<file path="config.mk">
export PLATFORM = sky130hd
export DESIGN_NAME = idct_split_ser_flat
export DESIGN_NICKNAME = d
export VERILOG_FILES = /design/src/rtl/idct_split_ser_if.sv /design/src/rtl/idct_split_ser.sv /design/src/flat_wrapper.sv
export SDC_FILE = /design/constraint.sdc
export NUM_CORES = 1
export LEC_CHECK = 0
export BUFFER_PORTS_ARGS = -buffer_cell sky130_fd_sc_hd__buf_2
export CORE_MARGIN = 1
export CORE_UTILIZATION = 58
export CTS_BUF_LIST = sky130_fd_sc_hd__clkbuf_2 sky130_fd_sc_hd__clkbuf_4 sky130_fd_sc_hd__clkbuf_8
export CTS_CLUSTER_SIZE = 28
export DETAILED_ROUTE_END_ITERATION = 6
export PLACE_DENSITY = 0.85
export SKIP_CTS_REPAIR_TIMING = 1
export SLEW_MARGIN = 20
export SYNTH_ARGS = -nofsm -noshare
export SYNTH_HDL_FRONTEND = slang
export SYNTH_SLANG_ARGS = --single-unit
</file>
<file path="constraint.sdc">
create_clock -name clk -period 5.8 [get_ports clk]
set_input_delay 0.29 -clock clk [delete_from_list [all_inputs] [get_ports clk]]
set_output_delay 0.29 -clock clk [all_outputs]
set_load 0.01 [all_outputs]
</file>
<file path="src/rtl/idct_split_ser_if.sv">
`default_nettype none
// +----------------------------------------------------------------------+
// | Module : idct_split_ser_if                                           |
// | Brief  : Block input (sums/differences) and serial sample output bus |
// | Rev    : 1.0                                                         |
// +----------------------------------------------------------------------+
interface idct_split_ser_if #(
    parameter int IN_W  = 18,
    parameter int OUT_W = 15
);
    logic signed [IN_W-1:0]  s0, s1, s2, s3;
    logic signed [IN_W-1:0]  d0, d1, d2, d3;
    logic                    in_valid;
    logic                    in_ready;
    logic signed [OUT_W-1:0] out;
    logic                    out_valid;
    logic                    out_last;
    logic                    sat;

    modport master (
        output s0, s1, s2, s3, d0, d1, d2, d3, in_valid,
        input  in_ready, out, out_valid, out_last, sat
    );

    modport slave (
        input  s0, s1, s2, s3, d0, d1, d2, d3, in_valid,
        output in_ready, out, out_valid, out_last, sat
    );
endinterface
`default_nettype wire

</file>
<file path="src/rtl/idct_split_ser.sv">
`default_nettype none
// +----------------------------------------------------------------------+
// | Module : idct_split_ser                                              |
// | Brief  : Final IDCT butterfly split, emits x0..x7 serially, saturated|
// | Rev    : 1.0                                                         |
// +----------------------------------------------------------------------+
module idct_split_ser #(
    parameter int IN_W  = 18,
    parameter int OUT_W = 15
) (
    input  wire logic          clk,
    input  wire logic          rst,
    idct_split_ser_if.slave    bus
);

    typedef enum logic [0:0] {
        IDLE = 1'b0,
        SEND = 1'b1
    } state_t;

    state_t r_state;
    state_t w_state_next;
    logic [2:0] r_idx;
    logic [2:0] w_idx_next;

    logic signed [IN_W-1:0] r_s [4];
    logic signed [IN_W-1:0] r_d [4];

    logic w_in_ready;
    logic w_accept;
    logic w_last;

    logic [1:0]           w_k;
    logic signed [IN_W:0] w_a;
    logic signed [IN_W:0] w_b;
    logic signed [IN_W:0] w_res;
    logic signed [IN_W:0] w_shr;
    logic                 w_fit;
    logic [OUT_W-1:0]     w_clip;

    assign w_last     = (r_state == SEND) && (r_idx == 3'd7);
    assign w_in_ready = (r_state == IDLE) || w_last;
    assign w_accept   = bus.in_valid && w_in_ready;

    always_ff @(posedge clk) begin
        if (rst) begin
            r_state <= IDLE;
            r_idx   <= 3'd0;
        end else begin
            r_state <= w_state_next;
            r_idx   <= w_idx_next;
        end
    end

    always_comb begin
        w_state_next = r_state;
        w_idx_next   = r_idx;
        case (r_state)
            IDLE: begin
                if (w_accept) begin
                    w_state_next = SEND;
                    w_idx_next   = 3'd0;
                end
            end
            SEND: begin
                if (r_idx == 3'd7) begin
                    // A block accepted on the last sample continues without a bubble
                    w_state_next = w_accept ? SEND : IDLE;
                    w_idx_next   = 3'd0;
                end else begin
                    w_idx_next = r_idx + 3'd1;
                end
            end
            default: begin
                w_state_next = IDLE;
                w_idx_next   = 3'd0;
            end
        endcase
    end

    always_ff @(posedge clk) begin
        if (rst) begin
            for (int i = 0; i < 4; i++) begin
                r_s[i] <= '0;
                r_d[i] <= '0;
            end
        end else if (w_accept) begin
            r_s[0] <= bus.s0;
            r_s[1] <= bus.s1;
            r_s[2] <= bus.s2;
            r_s[3] <= bus.s3;
            r_d[0] <= bus.d0;
            r_d[1] <= bus.d1;
            r_d[2] <= bus.d2;
            r_d[3] <= bus.d3;
        end
    end

    // x4..x7 walk the pairs in reverse, so the pair index is the inverted low bits
    assign w_k   = r_idx[2] ? ~r_idx[1:0] : r_idx[1:0];
    assign w_a   = {r_s[w_k][IN_W-1], r_s[w_k]};
    assign w_b   = {r_d[w_k][IN_W-1], r_d[w_k]};
    assign w_res = r_idx[2] ? (w_a - w_b) : (w_a + w_b);
    assign w_shr = w_res >>> 1;

    // The value fits when every bit above the output sign bit matches it
    assign w_fit  = (&w_shr[IN_W:OUT_W-1]) | ~(|w_shr[IN_W:OUT_W-1]);
    assign w_clip = w_fit ? w_shr[OUT_W-1:0]
                          : {w_shr[IN_W], {(OUT_W-1){~w_shr[IN_W]}}};

    always_comb begin
        bus.out       = '0;
        bus.out_valid = 1'b0;
        bus.out_last  = 1'b0;
        bus.sat       = 1'b0;
        if (r_state == SEND) begin
            bus.out       = w_clip;
            bus.out_valid = 1'b1;
            bus.out_last  = w_last;
            bus.sat       = ~w_fit;
        end
    end

    assign bus.in_ready = w_in_ready;

endmodule
`default_nettype wire

</file>
<file path="src/flat_wrapper.sv">
// flat-port wrapper written by rule: the top's interface ports become plain ports
module idct_split_ser_flat 
#(
    parameter int IN_W  = 18,
    parameter int OUT_W = 15
)
  (clk, rst, bus_s0, bus_s1, bus_s2, bus_s3, bus_d0, bus_d1, bus_d2, bus_d3, bus_in_valid, bus_in_ready, bus_out, bus_out_valid, bus_out_last, bus_sat);
  idct_split_ser_if #(.IN_W(IN_W), .OUT_W(OUT_W)) bus_i ();
  input  wire logic clk;
  input  wire logic rst;
  input wire logic [$bits(bus_i.s0)-1:0] bus_s0;
  input wire logic [$bits(bus_i.s1)-1:0] bus_s1;
  input wire logic [$bits(bus_i.s2)-1:0] bus_s2;
  input wire logic [$bits(bus_i.s3)-1:0] bus_s3;
  input wire logic [$bits(bus_i.d0)-1:0] bus_d0;
  input wire logic [$bits(bus_i.d1)-1:0] bus_d1;
  input wire logic [$bits(bus_i.d2)-1:0] bus_d2;
  input wire logic [$bits(bus_i.d3)-1:0] bus_d3;
  input wire logic [$bits(bus_i.in_valid)-1:0] bus_in_valid;
  output wire logic [$bits(bus_i.in_ready)-1:0] bus_in_ready;
  output wire logic [$bits(bus_i.out)-1:0] bus_out;
  output wire logic [$bits(bus_i.out_valid)-1:0] bus_out_valid;
  output wire logic [$bits(bus_i.out_last)-1:0] bus_out_last;
  output wire logic [$bits(bus_i.sat)-1:0] bus_sat;
  assign bus_i.s0 = bus_s0;
  assign bus_i.s1 = bus_s1;
  assign bus_i.s2 = bus_s2;
  assign bus_i.s3 = bus_s3;
  assign bus_i.d0 = bus_d0;
  assign bus_i.d1 = bus_d1;
  assign bus_i.d2 = bus_d2;
  assign bus_i.d3 = bus_d3;
  assign bus_i.in_valid = bus_in_valid;
  assign bus_in_ready = bus_i.in_ready;
  assign bus_out = bus_i.out;
  assign bus_out_valid = bus_i.out_valid;
  assign bus_out_last = bus_i.out_last;
  assign bus_sat = bus_i.sat;
  idct_split_ser #(.IN_W(IN_W), .OUT_W(OUT_W)) u_core (.clk(clk), .rst(rst), .bus(bus_i));
endmodule
</file>
# Yosys cells after proc, flatten, opt, wreduce, memory -nomap -nowiden
# Memory sizes are Yosys's and may differ from the RTL's.
# Index checks and enable logic that the tools add are counted.
# totals
regBits	4
ramBits	144
input_bits	147
elab_cells	53
mem_count	2
# classes
addsub	3
eq_ne	2
mux	25
bitwise	14
reduce_logical	5
# mem_list
memory	words	word_bits	rd	rd_ports_with_merged_regs	write_ports	line_no	text
u_core.r_d	4	18	1	0	4	idct_split_ser.sv:27	logic signed [IN_W-1:0] r_d [4];
u_core.r_s	4	18	1	0	4	idct_split_ser.sv:26	logic signed [IN_W-1:0] r_s [4];
# ops
operator	count
18-bit two-way mux	8
15-bit two-way mux	2
18-bit by 18-bit adder with 19-bit output	1
19-bit two-way mux	1
18-bit by 18-bit subtractor with 19-bit output	1
1-bit two-way mux	9
1-bit OR	9
3-bit two-way mux	2
3-bit one-hot mux with 2 select lines	1
1-bit NOT	4
4-bit AND reduction	1
4-bit OR reduction	1
3-bit by 1-bit adder with 3-bit output, second input constant	1
3-bit equality test, second input constant	1
1-bit logical AND	2
2-bit two-way mux	1
2-bit by 1-bit inequality test with 1-bit output, second input constant	1
2-bit NOT	1
1-bit one-hot mux with 2 select lines	1
1-bit logical OR	1

# Logic depth before layout (Yosys ltp)
# Gate-level depths: netlist (run 1).
# An unclocked memory read counts as a cell.
# depth
depth_word	10
depth_mapped	23
ltp_nobuf	18

# Least setup slack after synthesis (run 1)
# OpenSTA, ideal clock, no wires.
# synth_timing
path_type	register to output
from	register u_core.r_idx[2]
to	output bus_out[10]
arrival_time_ns	4.934
t_required_ns	5.510
path_slack_ns	0.576
path_stages_with_launch	22
n_path_buf	4
path_cell_list	dfxtp_1 buf_2 xnor2_2 buf_6 mux4_2 nor2b_1 and3b_1 a21oi_1 nor3_1 xnor2_1 mux2i_1 ha_1 clkbuf_1 a21o_1 a21o_1 a2111o_1 nor3_1 o21ai_0 xor3_2 o31ai_4 buf_6 a211oi_1
# synth_via
elab_chain_cells	9
# synth_lines
item	line_no	text
from (decl)	idct_split_ser.sv:23	logic [2:0] r_idx;
from (signal assigned)	idct_split_ser.sv:51	r_idx <= w_idx_next;
2-bit two-way mux	idct_split_ser.sv:100	assign w_k = r_idx[2] ? ~r_idx[1:0] : r_idx[1:0];
memory 4 x 18 bit, on equally long branches	-	
18-bit by 18-bit adder with 19-bit output / 18-bit by 18-bit subtractor with 19-bit output (equally long branches)	idct_split_ser.sv:103	assign w_res = r_idx[2] ? (w_a - w_b) : (w_a + w_b);
19-bit two-way mux (*)	idct_split_ser.sv:103	
4-bit OR reduction	idct_split_ser.sv:107	assign w_fit = (&w_shr[IN_W:OUT_W-1]) | ~(|w_shr[IN_W:OUT_W-1]);
1-bit NOT	idct_split_ser.sv:107	
1-bit OR	idct_split_ser.sv:107	
15-bit two-way mux (*)	idct_split_ser.sv:108	assign w_clip = w_fit ? w_shr[OUT_W-1:0]
15-bit two-way mux (*)	idct_split_ser.sv:116	if (r_state == SEND) begin
to (decl)	flat_wrapper.sv:21	output wire logic [$bits(bus_i.out)-1:0] bus_out;
# Mark *: on every way between the ends. The rest lies on a longest branch, timed or not.

# Worst setup path after layout (run 1)
# layout_timing
from	register u_core.r_idx[1]
to	output bus_out[7]
# layout_via
elab_chain_cells	10
# layout_lines
item	line_no
2-bit NOT	idct_split_ser.sv:100
2-bit two-way mux (*)	idct_split_ser.sv:100
memory 4 x 18 bit, on equally long branches	-
18-bit by 18-bit adder with 19-bit output / 18-bit by 18-bit subtractor with 19-bit output (equally long branches)	idct_split_ser.sv:103
19-bit two-way mux (*)	idct_split_ser.sv:103
4-bit OR reduction	idct_split_ser.sv:107
1-bit NOT	idct_split_ser.sv:107
1-bit OR	idct_split_ser.sv:107
15-bit two-way mux (*)	idct_split_ser.sv:108
15-bit two-way mux (*)	idct_split_ser.sv:116
# Marks and branches as above.

==> summary.md, run 1 <==
| Metric | Value |
|---|---|
| Worst-path clk slew | 0.08 ns |
| Final setup violation count | 0 |
| Area share of the largest cell type after synthesis | 0.504 |
| Commonest non-fill, non-tap cell in the layout | buf_2 |
| Met1 Use GR | 0.300 |
| GR peak layer | met2 |
| Max Buffers Root-to-Sink | 2 |
| Crit path DAT | 5.21 ns |
| Worst-Margin Slew | 0.942 ns |
| CP startpoint | u_core.r_idx[1] |
| GR Layer Usage met3 | 0.0540 |
| N_diodes | 0 |
| CP endpoint | bus_out[7] |
| Skew-Pair Late Insertion Delay | 0.44 ns |
| CTS tree | done |
| Die W | 124 microns |
| Post-DRT Antenna Nets | 0 |
| Global placement routability congestion | 0.976 |
| Total grt overflow | 0 |
| Avg Inst Size Synth | 13.3 sq um |
| CP Data Required Time | 5.51 ns |
| Final TNS setup | 0 ns |
| Routed WL | 18000 microns |
| Peak VDD IR | 157 uV |
| Psw | 0.819 mW |
| Synth Net Count | 813 |
| Fin. max-slew vios | 0 |
| Share of cells above drive strength 1 | 0.347 |
| DRC viols | 0 |
| Slew margin rel. | 0.372 |
| P_int | 1.96 mW |
| Critical Path End Type | output port |
| Reg-to-reg setup timing slack | 2.96 ns |
| Syn-to-layout area delta | 17.0% |
| Via/cell ratio | 5.73 |
| Hold path depth | 2 |
| Register bit total from synthesis | 148 |
| Num rows | 44 |
| Combinational Power Share | 0.280 |
| Initial antenna violation count | 0 |
| Total global-route track usage | 0.242 |
| Sw Ratio | 0.295 |
| DRT iter0 DRCs | 417 |
| Fin crit share | 0.947 |
| Die height | 124 microns |
| Core area | 14500 sq um |
| Status | finished clean |
| Met2 usage | 0.404 |
| Distinct cells, synth | 62 |
| Final net count | 975 |
| Reg2reg start | u_core.r_idx[2] |
| PortBufs | 165 |
| Capture point of the worst reg-to-reg path | u_core.r_d[0][1] |
| Hold Vio Cnt, Final | 0 |
| Skew final | 0.0117 ns |
| DR pass1 iterations | 5 |
| Routed vias | 5752 |
| CP max FO | 14 |
| Pleak | 4.18 nW |
| Final setup margin | 0.305 ns |
| Clock power frac | 0.255 |
| Syn Inst Count | 645 |
| CTS buffer count | 17 |
| Total power divided by cell area | 277 nW/um^2 |
| Yosys warning count | 0 |
| CTS Sinks | 148 |
| Yosys top cell by area | edfxtp_1 |
| Reg power frac | 0.465 |
| Synth area leaders | edfxtp_1, and2_1, mux4_2 |
| Largest net degree at the start of global routing | 77 |
| Ports | 166 |
| FFs w/ async S/R, synth | 0 |
| Die area | 15300 sq um |
| Initial Util | 0.592 |
| EDFF count, synth | 144 |
| Crit Path Class | reg -> out |
| Wire length per cell | 18.0 microns |
| Critical Path Start Type | flip-flop |
| Register area share after synthesis | 0.514 |
| Tmin final | 5.50 ns |
| Hold Path Class | in -> reg |
| Vias in the first global route | 5597 |
| Global-route wire length before repair | 27000 microns |
| CTS root buf | clkbuf_8 |
| Max Clk Rate | 182 MHz |
| R2R depth | 6 |
| H-tree Lvls | 4 |
| Dpl hpwl | 13400 microns |
| Post-synth top flop | edfxtp_1 |
| Setup WS pre-CTS | 0.360 ns |
| Post-Syn Area | 8570 sq um |
| Total of max-cap violations | 0 |
| Most frequent cells in the layout | buf_2, and2_1, edfxtp_1 |
[layer usage]
layer | share of wire | vias up
met5 | 0 | -
met1 | 0.40 | 2759
met2 | 0.51 | 208
met3 | 0.056 | 38
met4 | 0.031 | 0
li1 | - | 2747
[worst min-delay path by stage]
stage	start	endpoint	slack, ns
floorplan	rst	u_core.r_state	0.36
global placement	rst	u_core.r_state	0.56
detailed placement	rst	u_core.r_state	0.57
CTS	rst	u_core.r_state	0.08
global route	bus_s1[11]	u_core.r_s[1][11]	0.1
finish	rst	u_core.r_state	0.11
[layout make-up]
| cell class | instances | area (sq um) |
|---|---|---|
| Sequential cell | 148 | 4410 |
| Fill cell | 1018 | 4450 |
| Clock buffer | 20 | 256 |
| Inverter | 7 | 30.0 |
| Multi-Input combinational cell | 452 | 3980 |
| Timing Repair Buffer | 181 | 1040 |
| Tap cell | 184 | 230 |
| Clock inverter | 11 | 88.8 |
[per-stage QoR]
step / hold WS (ns) / total power [mW] / instance area (sq um) / utilization / cells
final: 0.110 / 2.78 / 10000 / 0.693 / 1003
after global routing: 0.0999 / 2.90 / 10000 / 0.693 / 1003
after CTS: 0.0774 / 2.74 / 9850 / 0.681 / 995
after detailed placement: 0.568 / 2.04 / 9510 / 0.657 / 964
after global placement: 0.556 / 2.01 / 9510 / 0.657 / 964
after floorplan: 0.359 / 1.84 / 8570 / - / 645
[cells in the mapped netlist, drive strengths merged (3+ instances only)]
library cell / instances
nor2b: 6
mux4: 46
or2: 3
edfxtp: 144
buf: 15
o21a: 4
nand2b: 9
xor2: 16
o21ai: 15
mux2: 3
and4: 3
nor2: 29
a211oi: 14
nor4: 5
a31oi: 8
nand2: 19
and3: 4
a21oi: 28
ha: 20
a21o: 12
o31ai: 3
nor3: 10
xnor2: 14
mux2i: 11
dfxtp: 4
and2: 149
inv: 6
clkbuf: 23
[power groups by stage]
stage / clock network [mW] / logic (mW) / registers, mW
floorplan: 0 / 0.534 / 1.31
global placement: 0 / 0.698 / 1.31
detailed placement: 0 / 0.721 / 1.32
CTS: 0.720 / 0.724 / 1.29
global route: 0.762 / 0.837 / 1.30
finish: 0.709 / 0.776 / 1.29
[worst max-delay path, cell delays in order (launching register included)]
cell,delay [ns]
dfxtp_4,0.42
mux4_1,0.63
mux2i_4,0.21
and3_2,0.27
and3b_1,0.24
a21oi_1,0.12
nor3_1,0.24
xnor2_1,0.09
mux2i_1,0.16
ha_2,0.35
a21o_1,0.18
a21o_1,0.19
a2111o_1,0.40
nor3_1,0.12
o21ai_0,0.13
xor3_2,0.32
o31ai_4,0.11
buf_12,0.16
a211oi_1,0.22
buf_2,0.18
[logic make-up (layout without fill, tap and decap cells)]
group           after synthesis  after routing  synth area share
compound gates               97             97            0.0823
buf+inv                      45            219            0.0290
simple gates                243            243             0.166
xor+xnor                     31             31            0.0362
fa+ha+maj                    21             21            0.0315
mux                          60             60             0.142
flops                       148            148             0.514
[state kept, by name, indices dropped and copies added, names as in the netlist]
name,flops
u_core.r_d,72
u_core.r_s,72
u_core.r_idx,3
u_core.r_state,1
Power figures use the tool's default switching activity.
==> run 2, diff against run 1 <==
--- a/config.mk
+++ b/config.mk
@@ -11,6 +11,7 @@
 export CTS_BUF_LIST = sky130_fd_sc_hd__clkbuf_2 sky130_fd_sc_hd__clkbuf_4 sky130_fd_sc_hd__clkbuf_8
 export CTS_CLUSTER_SIZE = 28
 export DETAILED_ROUTE_END_ITERATION = 6
+export MAX_ROUTING_LAYER = met4
 export PLACE_DENSITY = 0.85
 export SKIP_CTS_REPAIR_TIMING = 1
 export SLEW_MARGIN = 20
==> summary.md, run 2 (synthesis gave the netlist of run 1 again) <==
| Metric | Value |
|---|---|
| Worst-path clk slew | 0.09 ns (was 0.08 ns) |
| Share of cells above drive strength 1 | 0.353 (was 0.347) |
| Worst-Margin Slew | 1.08 ns (was 0.942 ns) |
| DRC viols | 0 (unchanged) |
| Dpl hpwl | 13300 microns (was 13400 microns) |
| CP Data Required Time | 5.51 ns (about the same) |
| Max Clk Rate | 181 MHz (was 182 MHz) |
| Die height | 124 microns (unchanged) |
| CTS buffer count | 17 (unchanged) |
| Crit Path Class | reg -> out (unchanged) |
| Vias in the first global route | 5434 (was 5597) |
| PortBufs | 165 (unchanged) |
| Ports | 166 (unchanged) |
| CP max FO | 11 (was 14) |
| Skew final | 0.00996 ns (was 0.0117 ns) |
| Num rows | 44 (unchanged) |
| Die W | 124 microns (unchanged) |
| CTS Sinks | 148 (unchanged) |
| Routed vias | 5741 (was 5752) |
| Top Registers | u_core.r_d (72), u_core.r_s (72), u_core.r_idx (3) (unchanged) |
| Status | finished clean (unchanged) |
| Global placement routability congestion | 0.983 (was 0.976) |
| Critical Path Start Type | flip-flop (unchanged) |
| Crit path DAT | 5.22 ns (was 5.21 ns) |
| Total power divided by cell area | 289 nW/um^2 (was 277 nW/um^2) |
| Largest net degree at the start of global routing | 82 (was 77) |
| Fin crit share | 0.951 (was 0.947) |
| Final setup margin | 0.285 ns (was 0.305 ns) |
| Initial antenna violation count | 0 (unchanged) |
| Core area | 14500 sq um (unchanged) |
| Routed WL | 18700 microns (was 18000 microns) |
| Hold Vio Cnt, Final | 0 (unchanged) |
| Tmin final | 5.51 ns (was 5.50 ns) |
| Cell area after layout | 10100 sq um (was 10000 sq um) |
| DR pass1 iterations | 5 (unchanged) |
| Commonest non-fill, non-tap cell in the layout | buf_2 (unchanged) |
| Die area | 15300 sq um (unchanged) |
| Final net count | 978 (was 975) |
| Total global-route track usage | 0.254 (was 0.242) |
| Max Buffers Root-to-Sink | 2 (unchanged) |
| Global-route wire length before repair | 27400 microns (was 27000 microns) |
| H-tree Lvls | 4 (unchanged) |
| N_diodes | 0 (unchanged) |
| Setup WS pre-CTS | 0.311 ns (was 0.360 ns) |
| Hold Path Class | in -> reg (unchanged) |
| CTS root buf | clkbuf_8 (unchanged) |
| Final setup violation count | 0 (unchanged) |
| Fillers | 981 (was 1018) |
| Peak VDD IR | 188 uV (was 157 uV) |
| Total of max-cap violations | 0 (unchanged) |
| Syn-to-layout area delta | 17.8% (was 17.0%) |
| Pleak | 4.21 nW (was 4.18 nW) |
| CTS tree | done (unchanged) |
| Via/cell ratio | 5.71 (was 5.73) |
| Fin. max-slew vios | 0 (unchanged) |
| Post-DRT Antenna Nets | 0 (unchanged) |
| Most frequent cells in the layout | buf_2, and2_1, edfxtp_1 (unchanged) |
| Slew margin rel. | 0.277 (was 0.372) |
| Skew-Pair Late Insertion Delay | 0.46 ns (was 0.44 ns) |
| Wire length per cell | 18.6 microns (was 18.0 microns) |
| DRT iter0 DRCs | 363 (was 417) |
| Total grt overflow | 0 (unchanged) |
| Initial Util | 0.592 (unchanged) |
| DP Area | 9500 sq um (was 9510 sq um) |
| Critical Path End Type | output port (unchanged) |
-- run 2: changes by cell type in the layout (fill, tap and decap cells not counted) --
cell	before	now
nor4_1	3	2
inv_6	0	2
clkinvlp_4	4	3
clkinv_2	4	2
a31oi_4	2	3
buf_4	8	13
nor4_2	2	3
inv_8	0	1
buf_12	7	3
buf_8	0	1
clkinv_1	3	1
bufinv_16	1	3
-- run 2: metal layers --
layer	share of wire	GRT usage	up-vias
met5	0	-	-
met4	0.023	0.0904	0
met3	0.048	0.0430	33
met2	0.52	0.425	197
met1	0.41	0.314	2762
li1	-	-	2749
-- run 2: stage by stage --
step                hold WS (ns)  utilization  cells  setup TNS, ns  power (mW)
finish                    0.0978        0.697   1006              0        2.91
global route              0.0832        0.697   1006         -0.214        3.03
CTS                       0.0746        0.685    996          -3.40        2.86
detailed placement         0.568        0.656    965              0        2.03
global placement           0.555        0.656    965              0        2.01
floorplan                  0.359            -    645              0        1.84
-- run 2: final cells by class --
class | count | area, sq um | area share
Sequential cell | 148 | 4410 | 0.437
Multi-Input combinational cell | 453 | 4010 | 0.397
Clock buffer | 20 | 256 | 0.0254
Tap cell | 184 | 230 | 0.0228
Timing Repair Buffer | 183 | 1010 | 0.100
Clock inverter | 11 | 153 | 0.0151
Inverter | 7 | 30.0 | 0.00297
-- run 2: worst max-delay path, stage by stage (launching register included) --
cell and delay [ns]:
dfxtp_4 0.46, mux4_1 0.59, mux2i_2 0.24, and3_2 0.28, and3b_1 0.24, a21oi_1 0.12
nor3_1 0.22, xnor2_1 0.09, mux2i_1 0.14, ha_2 0.34, a21o_1 0.17, a21o_1 0.19
a2111o_1 0.40, nor3_1 0.15, o21ai_0 0.16, xor3_2 0.31, buf_4 0.18, a31o_2 0.21
a21oi_1 0.11, buf_2 0.16
-- run 2: final timing paths --
path / startpoint / end / slack, ns / depth (start not counted)
worst max-delay path: u_core.r_idx[1] / bus_sat / 0.29 / 19
worst min-delay path: bus_d3[2] / u_core.r_d[3][2] / 0.1 / 2
worst max register to register: u_core.r_idx[0] / u_core.r_s[0][6] / 2.64 / 7
worst min register to register: u_core.r_state / u_core.r_idx[2] / 0.67 / 2
-- run 2: power breakdown --
| group | internal, mW | switching (mW) | total, mW |
|---|---|---|---|
| Combinational | 0.355 | 0.429 | 0.783 |
| Clock | 0.441 | 0.396 | 0.837 |
| Sequential | 1.26 | 0.0342 | 1.29 |
| Total | 2.06 | 0.859 | 2.91 |
==> run 3, diff against run 2 <==
--- a/config.mk
+++ b/config.mk
@@ -5,6 +5,7 @@
 export SDC_FILE = /design/constraint.sdc
 export NUM_CORES = 1
 export LEC_CHECK = 0
+export ABC_AREA = 1
 export BUFFER_PORTS_ARGS = -buffer_cell sky130_fd_sc_hd__buf_2
 export CORE_MARGIN = 1
 export CORE_UTILIZATION = 58
@@ -12,7 +13,7 @@
 export CTS_CLUSTER_SIZE = 28
 export DETAILED_ROUTE_END_ITERATION = 6
 export MAX_ROUTING_LAYER = met4
-export PLACE_DENSITY = 0.85
+export PLACE_DENSITY = 0.89
 export SKIP_CTS_REPAIR_TIMING = 1
 export SLEW_MARGIN = 20
 export SYNTH_ARGS = -nofsm -noshare
==> summary.md, run 3 <==
| Metric | Value |
|---|---|
| CP max FO | 21 (was 11) |
| Worst-Margin Slew | 0.888 ns (was 1.08 ns) |
| Yosys warning count | 0 (unchanged) |
| Vias in the first global route | 6703 (was 5434) |
| Fin crit share | 0.934 (was 0.951) |
| Worst path max stage delay | 0.41 ns (was 0.59 ns) |
| Num rows | 43 (was 44) |
| CP most frequent cell | nand2_1 |
| Routed WL | 19700 microns (was 18700 microns) |
| Status | finished clean (unchanged) |
| Tmin final | 5.42 ns (was 5.51 ns) |
| R2R depth | 7 (unchanged) |
| DP Area | 9350 sq um (was 9500 sq um) |
| Wire length per cell | 14.5 microns (was 18.6 microns) |
| Share of cells above drive strength 1 | 0.196 (was 0.353) |
| Crit Path Class | reg -> out (unchanged) |
| Cell area after layout | 9790 sq um (was 10100 sq um) |
| Fin. max-slew vios | 0 (unchanged) |
| Commonest non-fill, non-tap cell in the layout | nor2_1 (was buf_2) |
| Die height | 123 microns (was 124 microns) |
| Top Registers | u_core.r_d (72), u_core.r_s (72), u_core.r_idx (3) (unchanged) |
| Top cells by count, synth | nor2_1, inv_1, nand2_1, edfxtp_1, nand3_1 (was and2_1, edfxtp_1, mux4_2, nor2_1, a21oi_1) |
| Buffers & Inverters on Critical Path | 6 (was 2) |
| DR pass1 iterations | 6 (was 5) |
| DRT iter0 DRCs | 730 (was 363) |
| N_diodes | 0 (unchanged) |
| Slew margin rel. | 0.408 (was 0.277) |
| Worst-path clk slew | 0.08 ns (was 0.09 ns) |
| Initial Util | 0.602 (was 0.592) |
| Critical Path Start Type | flip-flop (unchanged) |
| CP startpoint | u_core.r_idx[2] (was u_core.r_idx[1]) |
| Capture point of the worst reg-to-reg path | u_core.r_s[2][15] (was u_core.r_s[0][6]) |
| Critical Path End Type | output port (unchanged) |
| Post-synth top flop | edfxtp_1 (unchanged) |
| Register bit total from synthesis | 148 (unchanged) |
| EDFF count, synth | 144 (unchanged) |
| Yosys top cell by area | edfxtp_1 (unchanged) |
| Dpl hpwl | 14000 microns (was 13300 microns) |
| Register area share after synthesis | 0.521 (was 0.514) |
| Max Clk Rate | 185 MHz (was 181 MHz) |
| Reg-to-reg setup timing slack | 2.89 ns (was 2.64 ns) |
| Crit path DAT | 5.13 ns (was 5.22 ns) |
| Global-route wire length before repair | 31300 microns (was 27400 microns) |
| H-tree Lvls | 4 (unchanged) |
| Total global-route track usage | 0.283 (was 0.254) |
| Stages on worst setup path | 28 (was 19) |
| CTS root buf | clkbuf_8 (unchanged) |
| Core area | 14000 sq um (was 14500 sq um) |
| CP Data Required Time | 5.51 ns (about the same) |
| Via/cell ratio | 5.25 (was 5.71) |
| DRC viols | 0 (unchanged) |
| Final setup margin | 0.384 ns (was 0.285 ns) |
| Crit-path slowest cell | dfxtp_2 (was mux4_1) |
| Syn Inst Count | 1013 (was 645) |
| Final TNS setup | 0 ns (unchanged) |
| Hold Path Class | in -> reg (unchanged) |
| Hold Vio Cnt, Final | 0 (unchanged) |
| Final core utilization | 0.697 (about the same) |
| Initial antenna violation count | 0 (unchanged) |
| FFs w/ async S/R, synth | 0 (unchanged) |
| Post-DRT Antenna Nets | 0 (unchanged) |
| Setup WS pre-CTS | 0.752 ns (was 0.311 ns) |
| Skew final | 0.00629 ns (was 0.00996 ns) |
| Post-Syn Area | 8460 sq um (was 8570 sq um) |
| Peak VDD IR | 170 uV (was 188 uV) |
| Skew-Pair Late Insertion Delay | 0.45 ns (was 0.46 ns) |
| Max Buffers Root-to-Sink | 2 (unchanged) |
| Syn-to-layout area delta | 15.7% (was 17.8%) |
| Most frequent cells in the layout | nor2_1, inv_1, nand2_1 (was buf_2, and2_1, edfxtp_1) |
| Ports | 166 (unchanged) |
| Most frequent cell after synthesis | nor2_1 (was and2_1) |
| CTS tree | done (unchanged) |
| Total power divided by cell area | 306 nW/um^2 (was 289 nW/um^2) |
| Die area | 15100 sq um (was 15300 sq um) |
| Final net count | 1331 (was 978) |
| Die W | 123 microns (was 124 microns) |
| Avg Inst Size Synth | 8.35 sq um (was 13.3 sq um) |
| Pleak | 5.03 nW (was 4.21 nW) |
| Synth Net Count | 1181 (was 813) |
| Final setup violation count | 0 (unchanged) |
| CP endpoint | bus_out[4] (was bus_sat) |
| Area share of the largest cell type after synthesis | 0.511 (was 0.504) |
| PortBufs | 165 (unchanged) |
| Total of max-cap violations | 0 (unchanged) |
| CTS buffer count | 17 (unchanged) |
| Synth area leaders | edfxtp_1, nor2_1, inv_1 (was edfxtp_1, and2_1, mux4_2) |
| CTS Sinks | 148 (unchanged) |
| Largest net degree at the start of global routing | 82 (unchanged) |
| Routed vias | 7115 (was 5741) |
| Kind of cell adding the most delay to the critical path | simple AND/OR/NAND/NOR gates (was compound AO/OA/AOI/OAI gates) |
| Global placement routability congestion | 0.954 (was 0.983) |
| Distinct cells, synth | 39 (was 62) |
| Reg2reg start | u_core.r_idx[0] (unchanged) |
| Total grt overflow | 0 (unchanged) |
| Hold Worst Slack | 0.0515 ns (was 0.0978 ns) |
[run 3: worst min path at each step]
stage	startpoint	to	slack (ns)	cells after the start
after detailed placement	rst	u_core.r_idx[2]	0.52	2
after CTS	rst	u_core.r_idx[2]	0.03	2
after global placement	rst	u_core.r_state	0.51	2
after floorplan	rst	u_core.r_idx[1]	0.36	1
after global routing	rst	u_core.r_idx[2]	0.03	2
final	rst	u_core.r_idx[2]	0.05	2
[run 3: area by class of cell]
| cell class | instances | area, sq um |
|---|---|---|
| inverters | 199 | 753 |
| flip-flops and latches | 148 | 4410 |
| fillers | 1061 | 4250 |
| clock buffers | 17 | 234 |
| repair buffers | 172 | 882 |
| well taps | 180 | 225 |
| clock inverters | 15 | 163 |
| multi-input cells | 625 | 3130 |
[run 3: cell families (layout without fill, tap and decap cells)]
group                      after synthesis  count (layout)  synth area share
and+or+nand+nor                        489             489             0.238
buffers and inverters                  241             403             0.116
DFF                                    148             148             0.521
AOI/OAI and AO/OA                       83              84            0.0614
xor gates and xnor gates                31              31            0.0321
adders and majority gates               21              21            0.0320
[run 3: per-stage QoR]
stage,std cells,power [mW]
global placement,1323,2.16
CTS,1355,2.98
global route,1356,3.15
finish,1356,3.00
floorplan,1013,1.96
detailed placement,1323,2.19
[run 3: layer usage]
layer / vias up / global-route usage / share of wire
met2: 346 / 0.458 / 0.50
li1: 3497 / - / -
met3: 39 / 0.0483 / 0.067
met4: 0 / 0.103 / 0.019
met5: - / - / 0
met1: 3233 / 0.358 / 0.42
[run 3: report_power, final]
group          total, mW  switching [mW]  internal (mW)
clock              0.803           0.383          0.420
combinational      0.912           0.585          0.327
sequential          1.28          0.0263           1.26
